### src/rtl/vga_sync_decoder.sv
// VGA receive-side timing decoder: recovers pixel coordinates,
// measures line/frame length and tracks timing lock.
module vga_sync_decoder #(
    parameter int H_MAX        = 1023,
    parameter int V_MAX        = 1023,
    parameter int LOSS_TIMEOUT = 1023
) (
    input  logic       clk_25m,
    input  logic       rst,
    input  logic       in_hs,
    input  logic       in_vs,
    input  logic       in_de,
    input  logic [7:0] in_r,
    input  logic [7:0] in_g,
    input  logic [7:0] in_b,
    output logic [9:0] x,
    output logic [9:0] y,
    output logic       pix_valid,
    output logic [7:0] pix_r,
    output logic [7:0] pix_g,
    output logic [7:0] pix_b,
    output logic       frame_start,
    output logic [9:0] h_total,
    output logic [9:0] v_total,
    output logic       locked,
    output logic [7:0] err_cnt
);

    localparam logic [9:0] HMAX = 10'(H_MAX);
    localparam logic [9:0] VMAX = 10'(V_MAX);
    localparam int TW = $clog2(LOSS_TIMEOUT + 1);
    localparam logic [TW-1:0] TO_MAX  = TW'(LOSS_TIMEOUT);
    localparam logic [TW-1:0] TO_LAST = TW'(LOSS_TIMEOUT - 1);

    typedef enum logic [1:0] {
        SEARCH,
        MEASURE,
        CHECK,
        LOCKED
    } state_t;

    state_t state;

    logic          hs1, vs1, de1;
    logic          hs2, vs2, de2;
    logic [7:0]    r1, g1, b1;
    logic [9:0]    h_meas, v_meas;
    logic [9:0]    h_ref, v_ref;
    logic          line_bad;
    logic [TW-1:0] to_cnt;

    logic       hs_fall, vs_fall, de_rise, de_fall;
    logic [9:0] h_line, h_cur, v_inc, v_frame;
    logic       tmo, h_bad, frame_ok;

    always_comb begin
        hs_fall = hs2 & ~hs1;
        vs_fall = vs2 & ~vs1;
        de_rise = de1 & ~de2;
        de_fall = de2 & ~de1;
        h_line  = (h_meas == HMAX) ? HMAX : h_meas + 10'd1;
        h_cur   = hs_fall ? h_line : h_total;
        v_inc   = (v_meas == VMAX) ? VMAX : v_meas + 10'd1;
        // a line closed in the same cycle as vsync belongs to this frame
        v_frame = hs_fall ? v_inc : v_meas;
        tmo     = !hs_fall && (to_cnt == TO_LAST);
        h_bad   = hs_fall && (h_line != h_ref);
        frame_ok = !line_bad && !h_bad && (v_frame == v_ref) &&
                   (h_cur != 10'd0) && (h_cur != HMAX) &&
                   (v_frame != 10'd0) && (v_frame != VMAX);
    end

    always_ff @(posedge clk_25m or posedge rst) begin
        if (rst) begin
            hs1 <= 1'b0;
            vs1 <= 1'b0;
            de1 <= 1'b0;
            hs2 <= 1'b0;
            vs2 <= 1'b0;
            de2 <= 1'b0;
            r1  <= 8'd0;
            g1  <= 8'd0;
            b1  <= 8'd0;
        end else begin
            hs1 <= in_hs;
            vs1 <= in_vs;
            de1 <= in_de;
            hs2 <= hs1;
            vs2 <= vs1;
            de2 <= de1;
            r1  <= in_r;
            g1  <= in_g;
            b1  <= in_b;
        end
    end

    always_ff @(posedge clk_25m or posedge rst) begin
        if (rst) begin
            pix_valid   <= 1'b0;
            pix_r       <= 8'd0;
            pix_g       <= 8'd0;
            pix_b       <= 8'd0;
            frame_start <= 1'b0;
            x           <= 10'd0;
            y           <= 10'd0;
        end else begin
            pix_valid   <= de1;
            pix_r       <= r1;
            pix_g       <= g1;
            pix_b       <= b1;
            frame_start <= vs_fall;
            if (de_rise) begin
                x <= 10'd0;
            end else if (de1 && x != 10'h3ff) begin
                x <= x + 10'd1;
            end
            if (vs_fall) begin
                y <= 10'd0;
            end else if (de_fall) begin
                y <= y + 10'd1;
            end
        end
    end

    always_ff @(posedge clk_25m or posedge rst) begin
        if (rst) begin
            h_meas  <= 10'd0;
            v_meas  <= 10'd0;
            h_total <= 10'd0;
            v_total <= 10'd0;
            to_cnt  <= '0;
        end else begin
            if (hs_fall) begin
                h_meas  <= 10'd0;
                h_total <= h_line;
                to_cnt  <= '0;
            end else begin
                if (h_meas != HMAX) h_meas <= h_meas + 10'd1;
                if (to_cnt != TO_MAX) to_cnt <= to_cnt + 1'b1;
            end
            if (vs_fall) begin
                v_meas  <= 10'd0;
                v_total <= v_frame;
            end else if (hs_fall) begin
                v_meas <= v_inc;
            end
        end
    end

    always_ff @(posedge clk_25m or posedge rst) begin
        if (rst) begin
            state    <= SEARCH;
            h_ref    <= 10'd0;
            v_ref    <= 10'd0;
            line_bad <= 1'b0;
            locked   <= 1'b0;
            err_cnt  <= 8'd0;
        end else if (tmo) begin
            if (state == LOCKED && err_cnt != 8'hff) err_cnt <= err_cnt + 8'd1;
            state  <= SEARCH;
            locked <= 1'b0;
        end else begin
            unique case (state)
                SEARCH: begin
                    locked <= 1'b0;
                    if (vs_fall) state <= MEASURE;
                end
                MEASURE: begin
                    locked <= 1'b0;
                    if (vs_fall) begin
                        h_ref    <= h_cur;
                        v_ref    <= v_frame;
                        line_bad <= 1'b0;
                        state    <= CHECK;
                    end
                end
                CHECK: begin
                    if (h_bad) line_bad <= 1'b1;
                    if (vs_fall) begin
                        line_bad <= 1'b0;
                        if (frame_ok) begin
                            state  <= LOCKED;
                            locked <= 1'b1;
                        end else begin
                            h_ref <= h_cur;
                            v_ref <= v_frame;
                        end
                    end
                end
                LOCKED: begin
                    if (h_bad || (vs_fall && v_frame != v_ref)) begin
                        state  <= MEASURE;
                        locked <= 1'b0;
                        if (err_cnt != 8'hff) err_cnt <= err_cnt + 8'd1;
                    end
                end
                default: begin
                    state  <= SEARCH;
                    locked <= 1'b0;
                end
            endcase
        end
    end

endmodule

### config.mk
export PLATFORM = sky130hd
export DESIGN_NAME = vga_sync_decoder
export DESIGN_NICKNAME = d
export VERILOG_FILES = /design/src/rtl/vga_sync_decoder.sv
export SDC_FILE = /design/constraint.sdc
export NUM_CORES = 1
export LEC_CHECK = 0
export CAP_MARGIN = 20
export CORE_MARGIN = 2
export CORE_UTILIZATION = 25
export DETAILED_ROUTE_END_ITERATION = 16
export DONT_BUFFER_PORTS = 1
export PLACE_DENSITY = 0.43
export REMOVE_ABC_BUFFERS = 1
export SYNTH_ARGS = -nofsm -noshare
export SYNTH_HDL_FRONTEND = slang
export SYNTH_SLANG_ARGS = --single-unit
### constraint.sdc
create_clock -name clk_25m -period 9.2 [get_ports clk_25m]
set_input_delay 1.84 -clock clk_25m [delete_from_list [all_inputs] [get_ports clk_25m]]
set_output_delay 1.84 -clock clk_25m [all_outputs]
set_load 0.05 [all_outputs]
# ---- Yosys cells after proc, flatten, opt, wreduce, memory -nomap -nowiden
# Index checks and enable logic that the tools add are counted.
dict set report op_classes {
  n_eq_ne 25
  n_reduce_logical 32
  n_mux 42
  n_addsub 6
  n_bitwise 9
}
# operator n
set op_table {}
lappend op_table {{two-way mux 10 bit} 19}
lappend op_table {{adder 10 x 1 -> 10 bit (second input constant)} 5}
lappend op_table {{inequality test 10 bit (second input constant)} 5}
lappend op_table {{two-way mux 8 bit} 5}
lappend op_table {{one-hot mux 10 bit (2 select lines)} 2}
lappend op_table {{== test 10 bit (second input constant)} 3}
lappend op_table {{inequality test 10 bit} 2}
lappend op_table {{nonzero test 10 bit} 2}
lappend op_table {{nonzero test 2 bit} 8}
lappend op_table {{inequality test 3 bit (second input constant)} 5}
lappend op_table {{two-way mux 2 bit} 6}
lappend op_table {{logical AND 1 bit} 11}
lappend op_table {{== test 10 bit} 1}
lappend op_table {{AND reduction 5 bit} 2}
lappend op_table {{adder 8 x 1 -> 8 bit (second input constant)} 1}
lappend op_table {{inequality test 8 bit (second input constant)} 1}
lappend op_table {{one-hot mux 2 bit (4 select lines)} 1}
lappend op_table {{AND reduction 4 bit} 2}
lappend op_table {{two-way mux 1 bit} 7}
lappend op_table {{inequality test 2 bit (second input constant)} 3}
lappend op_table {{NOT 1 bit} 5}
lappend op_table {{bitwise AND 1 bit} 4}
lappend op_table {{== test 2 bit (second input constant)} 2}
lappend op_table {{logical NOT 1 bit} 3}
lappend op_table {{other kinds (9)} 9}
dict set report totals {
  wordCells 140
  regBits 157
}

# ---- Depth between registers and ports, before layout
dict set report logic_depth {
  depth_word 15
  mapped_depth 13
}

# ---- Least setup slack after synthesis
# No wires, ideal clock.
dict set report synth_timing {
  kind {register -> register}
  startpoint {reg v_meas[0]}
  endpoint {reg state[0]}
  setup_time_ns 0.128
  arrival_time_ns 2.974
  required_ns 9.072
  path_slack_ns 6.099
  stages_incl_launch_ff 12
  cell_sequence {dfrtp_1 -> ha_1 -> buf_2 -> nand4_2 -> nor3_1 -> mux2i_1 -> o22a_1 -> nand4_1 -> or2_1 -> or4b_4 -> a21oi_2 -> mux2_1}
}
dict set report synth_between {
  elab_chain_cells 11
  word_cells_on_any_way 18
}
# item line_no
set synth_rtl {}
lappend synth_rtl {{from (decl)} 47} ;# logic [9:0] h_meas, v_meas;
lappend synth_rtl {{from (signal assigned)} 145} ;# v_meas <= v_inc;
lappend synth_rtl {{adder 10 x 1 -> 10 bit or == test 10 bit (tied branches)} 63} ;# v_inc = (v_meas == VMAX) ? VMAX : v_meas + 10'd1;
lappend synth_rtl {{two-way mux 10 bit} 63}
lappend synth_rtl {{two-way mux 10 bit (*)} -}
lappend synth_rtl {{== test 10 bit} 68} ;# frame_ok = !line_bad && !h_bad && (v_frame == v_ref) &&
lappend synth_rtl {{logical AND 1 bit (2 in series)} 68}
lappend synth_rtl {{logical AND 1 bit (2 in series)} 69} ;# (h_cur != 10'd0) && (h_cur != HMAX) &&
lappend synth_rtl {{logical AND 1 bit} 70} ;# (v_frame != 10'd0) && (v_frame != VMAX);
lappend synth_rtl {{inequality test 3 bit (no source line)} -}
lappend synth_rtl {{AND reduction 5 bit (no source line) (*)} -}
lappend synth_rtl {{to (signal assigned)} 152} ;# state <= SEARCH;
lappend synth_rtl {{to (signal assigned)} 160} ;# state <= SEARCH;
lappend synth_rtl {{to (signal assigned)} 166} ;# if (vs_fall) state <= MEASURE;
lappend synth_rtl {{to (decl)} 42} ;# state_t state;
# Every way passes the cells marked *; elsewhere a longest branch is shown, timed or not.
# A chain may end at the register's enable or synchronous reset.

# ---- Final worst setup path
dict set report layout_timing {
  startpoint {reg h_meas[0]}
  endpoint {reg h_ref[5]}
}
dict set report layout_between {
  word_cells_on_any_way 21
}
# item line_no
set layout_rtl {}
lappend layout_rtl {{from (decl)} 47}
lappend layout_rtl {{from (signal assigned)} 138} ;# if (h_meas != HMAX) h_meas <= h_meas + 10'd1;
lappend layout_rtl {{adder 10 x 1 -> 10 bit or == test 10 bit (tied branches)} 61} ;# h_line = (h_meas == HMAX) ? HMAX : h_meas + 10'd1;
lappend layout_rtl {{two-way mux 10 bit (*)} 61}
lappend layout_rtl {{two-way mux 10 bit (*)} -}
lappend layout_rtl {{net h_cur[3]} 53} ;# logic [9:0] h_line, h_cur, v_inc, v_frame;
lappend layout_rtl {{nonzero test 10 bit} 69}
lappend layout_rtl {{logical AND 1 bit} 68}
lappend layout_rtl {{logical AND 1 bit (*) (2 in series)} 69}
lappend layout_rtl {{logical AND 1 bit (*)} 70}
lappend layout_rtl {{inequality test 2 bit (no source line) (*)} -}
lappend layout_rtl {{AND reduction 5 bit (no source line) (*)} -}
lappend layout_rtl {{to (signal assigned)} 171} ;# h_ref <= h_cur;
lappend layout_rtl {{to (signal assigned)} 185} ;# h_ref <= h_cur;
lappend layout_rtl {{to (decl)} 48} ;# logic [9:0] h_ref, v_ref;
# Mark *: on every way through the listed nets, which the timed path passes. The rest lies on a longest branch. The select of a mux whose other input is x is not followed.

==> flow_summary.ini <==
[die]
rows = 61
fp.dieW_um = 171
coreArea_um2 = 27700
start_util = 0.253
die_y_um = 171
dieArea_um2 = 29300
ios = 104

[timing]
layout_min_cycle_time_ps = 3940
fmax_mhz = 254
relSlewSlack = 0.390
rsz0062_at_grt = no
final.period_utilization = 0.429
finalSetupViolations = 0
hold_violations = 0
worst_slew_pin_slew_ps = 914
final.setup.tns_ps = 0
skew_ps = 9.72
drv_slew = 0

[synth]
yosysSeqAreaShare = 0.561
synthXorXnorAreaFrac = 0.0495
synth_area_leaders = dfrtp_1 (56%), nand2_1 (3.2%), mux2i_1 (2.9%)
synth.avg_cell_area_um2 = 10.8
ys_ff_latch = 157
synth_cells = 645
synth_compound_area_frac = 0.106
ys.flop_type = dfrtp_1
synth_area_um2 = 7000
yosys.area_share.simple = 0.178
yosysTopAreaCellShare = 0.561
synth_top_family_by_area = simple AND/OR/NAND/NOR gates
synth_enable_flop_cells = 0
ys_warn_count = 0
synthAdderAreaFrac = 0.0215
yosysTopAreaCell = dfrtp_1
synth_cell_types = 66
synthArstFlopShare = 1.00
synth_mux_area_frac = 0.0495

[pwr]
p_per_area_nw_per_um2 = 251
p_leak_nw = 3.36
p_clk_frac = 0.328
p_int_mw = 1.28
power.switching_mw = 0.701
seqPwrFrac = 0.484
p_comb_frac = 0.188
sw_frac_of_total = 0.354
vdd_drop_max_v = 0.000130

[critical_path]
worstSetupStartpointType = flop
worstSetupPathType = flop to flop
worstReg2RegStart = h_meas[0]$_DFFE_PP0P_
cp_common_cell = nand3_1
cp_cell_sequence = ha_1, and2_1, nand3_1, a31oi_1, nand3_1, or3_1, nand4_1, o31ai_1, a21oi_2, buf_4, mux2_2
worst_path_largest_cell_delay_ps = 530
critPathSlowestCell = a31oi_1
cp-end-kind = flop
cp_num_buf_inv = 1
cp-startpoint = h_meas[0]$_DFFE_PP0P_
crit_fanout = 14
crit_family = simple AND/OR/NAND/NOR gates
cp_data_arrival_time_ps = 4240
required_ps = 9490

[run_status]
outcome = completed

[global_route]
antenna_found_initial = 0
grt_usage = 0.124
grt_max_degree = 100
grt_pass1_wl_um = 28300
overflow = 0
grt_pass1_vias = 5068

[clock_network]
path_clk_slew_ps = 70
clock_latency_ps = 420
clkSinkCount = 157
hold_buffers = 0
cts-root-buf = clkbuf_16
cts_max_path_buffers = 2
ctsResizeCount = 0
cts_made_buffers = 17
cts_setup_buffers = 0
cts_tree = built
htreeDepth = 4

[drt]
dr.pass1.iters = 5
drt-wirelength-per-cell_um = 16.8
drt_iter0_drc = 375
vias = 4961
route.detailed.drc = 0
wl_um = 17300
vias_per_cell = 4.83
final_antenna_net_count = 0

[layout]
num_antenna_cells = 0
fin_area_um2 = 7890
area_delta_synth_final_pct = 12.7
drive_gt1_frac = 0.0892
fin_nets = 679

[hold_path]
hold_class = flop to flop
hold_start = b1[0]$_DFF_PP0_

[job]
cap_violations = 0

[place]
portBuffers = 0
post_dp_cell_area_um2 = 7350
hpwl_um = 12300
gp_congestion = 0.869
## per-stage QoR
step	hold WS (ps)	power (mW)	util	worst slack, ps	instances
floorplan	331	1.23	-	3130	616
global placement	332	1.34	0.265	5320	997
detailed placement	336	1.35	0.265	5270	997
CTS	349	2.01	0.285	5240	1028
global route	354	2.10	0.285	4930	1028
finish	346	1.98	0.285	5260	1028
## placed cells by master (no fill, tap or decap), types with 4 or more instances in the layout
cell,netlist,final
nor2b_1,5,4
o22ai_1,4,4
mux2_2,12,12
clkbuf_16,0,17
nor3_1,14,14
mux2i_1,20,20
a31oi_1,10,10
a211oi_1,5,5
or3_1,8,8
a21o_1,5,5
and3_1,19,19
o21ai_0,28,28
inv_6,0,5
nand3_1,21,21
ha_1,12,12
nand2_1,59,59
dfrtp_1,157,157
inv_1,23,22
xor2_1,16,16
nand4b_1,4,4
nor2_1,53,53
o31ai_1,6,6
and2_1,6,6
xnor2_1,21,21
nand2b_1,5,5
and4_1,5,5
nor4_1,4,4
nand4_1,22,22
o21a_1,5,5
a21oi_1,20,19
## cell type report
class | instances | area [um^2]
tap | 378 | 473
clock buffer | 17 | 425
clock inverter | 14 | 113
multi-input combinational | 436 | 2830
fill | 2850 | 19800
sequential | 157 | 3930
timing repair buffer | 3 | 22.5
inverter | 23 | 91.3
## synthesized netlist by cell type, types with 4 or more instances
cell,number
o22ai_1,4
nand2b_1,5
nor2b_1,5
a211oi_1,5
o21ai_0,28
and3_1,19
buf_2,12
nor4_1,4
nor2_1,53
ha_1,12
mux2i_1,20
a21o_1,5
nand2_1,59
a31oi_1,10
and2_1,6
nand4b_1,4
xor2_1,16
dfrtp_1,157
a21oi_1,20
o21a_1,5
or3_1,8
inv_1,23
mux2_2,12
nand4_1,22
o31ai_1,6
clkbuf_1,10
xnor2_1,21
nor3_1,14
and4_1,5
nand3_1,21
## registers in the layout, summed over array words and instances (netlist names), 2 cells and up
register and count:
pix_b 8, g1 8, v_ref 10, state 2
r1 8, b1 8, h_total 10, x 10
y 10, to_cnt 10, h_ref 10, v_total 10
pix_g 8, h_meas 10, v_meas 10, pix_r 8
err_cnt 8
## cells by family (layout without fill, tap and decap cells)
family          count (synthesis)  after routing
simple gates                  241            241
flops                         157            157
compound gates                112            112
buf+inv                        52             57
xor+xnor                       38             38
mux                            33             33
fa+ha+maj                      12             12
## power groups by stage
stage / Sequential [mW] / Combinational, mW / Clock (mW)
detailed placement: 0.972 / 0.376 / 0
global placement: 0.970 / 0.370 / 0
floorplan: 0.938 / 0.296 / 0
global route: 0.973 / 0.417 / 0.706
finish: 0.959 / 0.373 / 0.649
CTS: 0.960 / 0.378 / 0.676
## final timing paths
kind,endpoint,slack [ps],cells past startpoint
min in group asynchronous,r1[0]$_DFF_PP0_,1480,1
min reg2reg,pix_b[0]$_DFF_PP0_,350,0
max,h_ref[5]$_DFFE_PP0P_,5260,11
max reg2reg,h_ref[5]$_DFFE_PP0P_,5260,11
min,pix_b[0]$_DFF_PP0_,350,0
max in group asynchronous,h_total[1]$_DFF_PP0_,6390,2
## metal layers
metal,track usage,part of all wire,vias up
li1,-,-,2290
met1,0.150,0.42,2453
met2,0.198,0.46,198
met3,0.0527,0.099,20
met4,0.0435,0.016,0
met5,0,0,-
(Power assumes the default switching activity.)
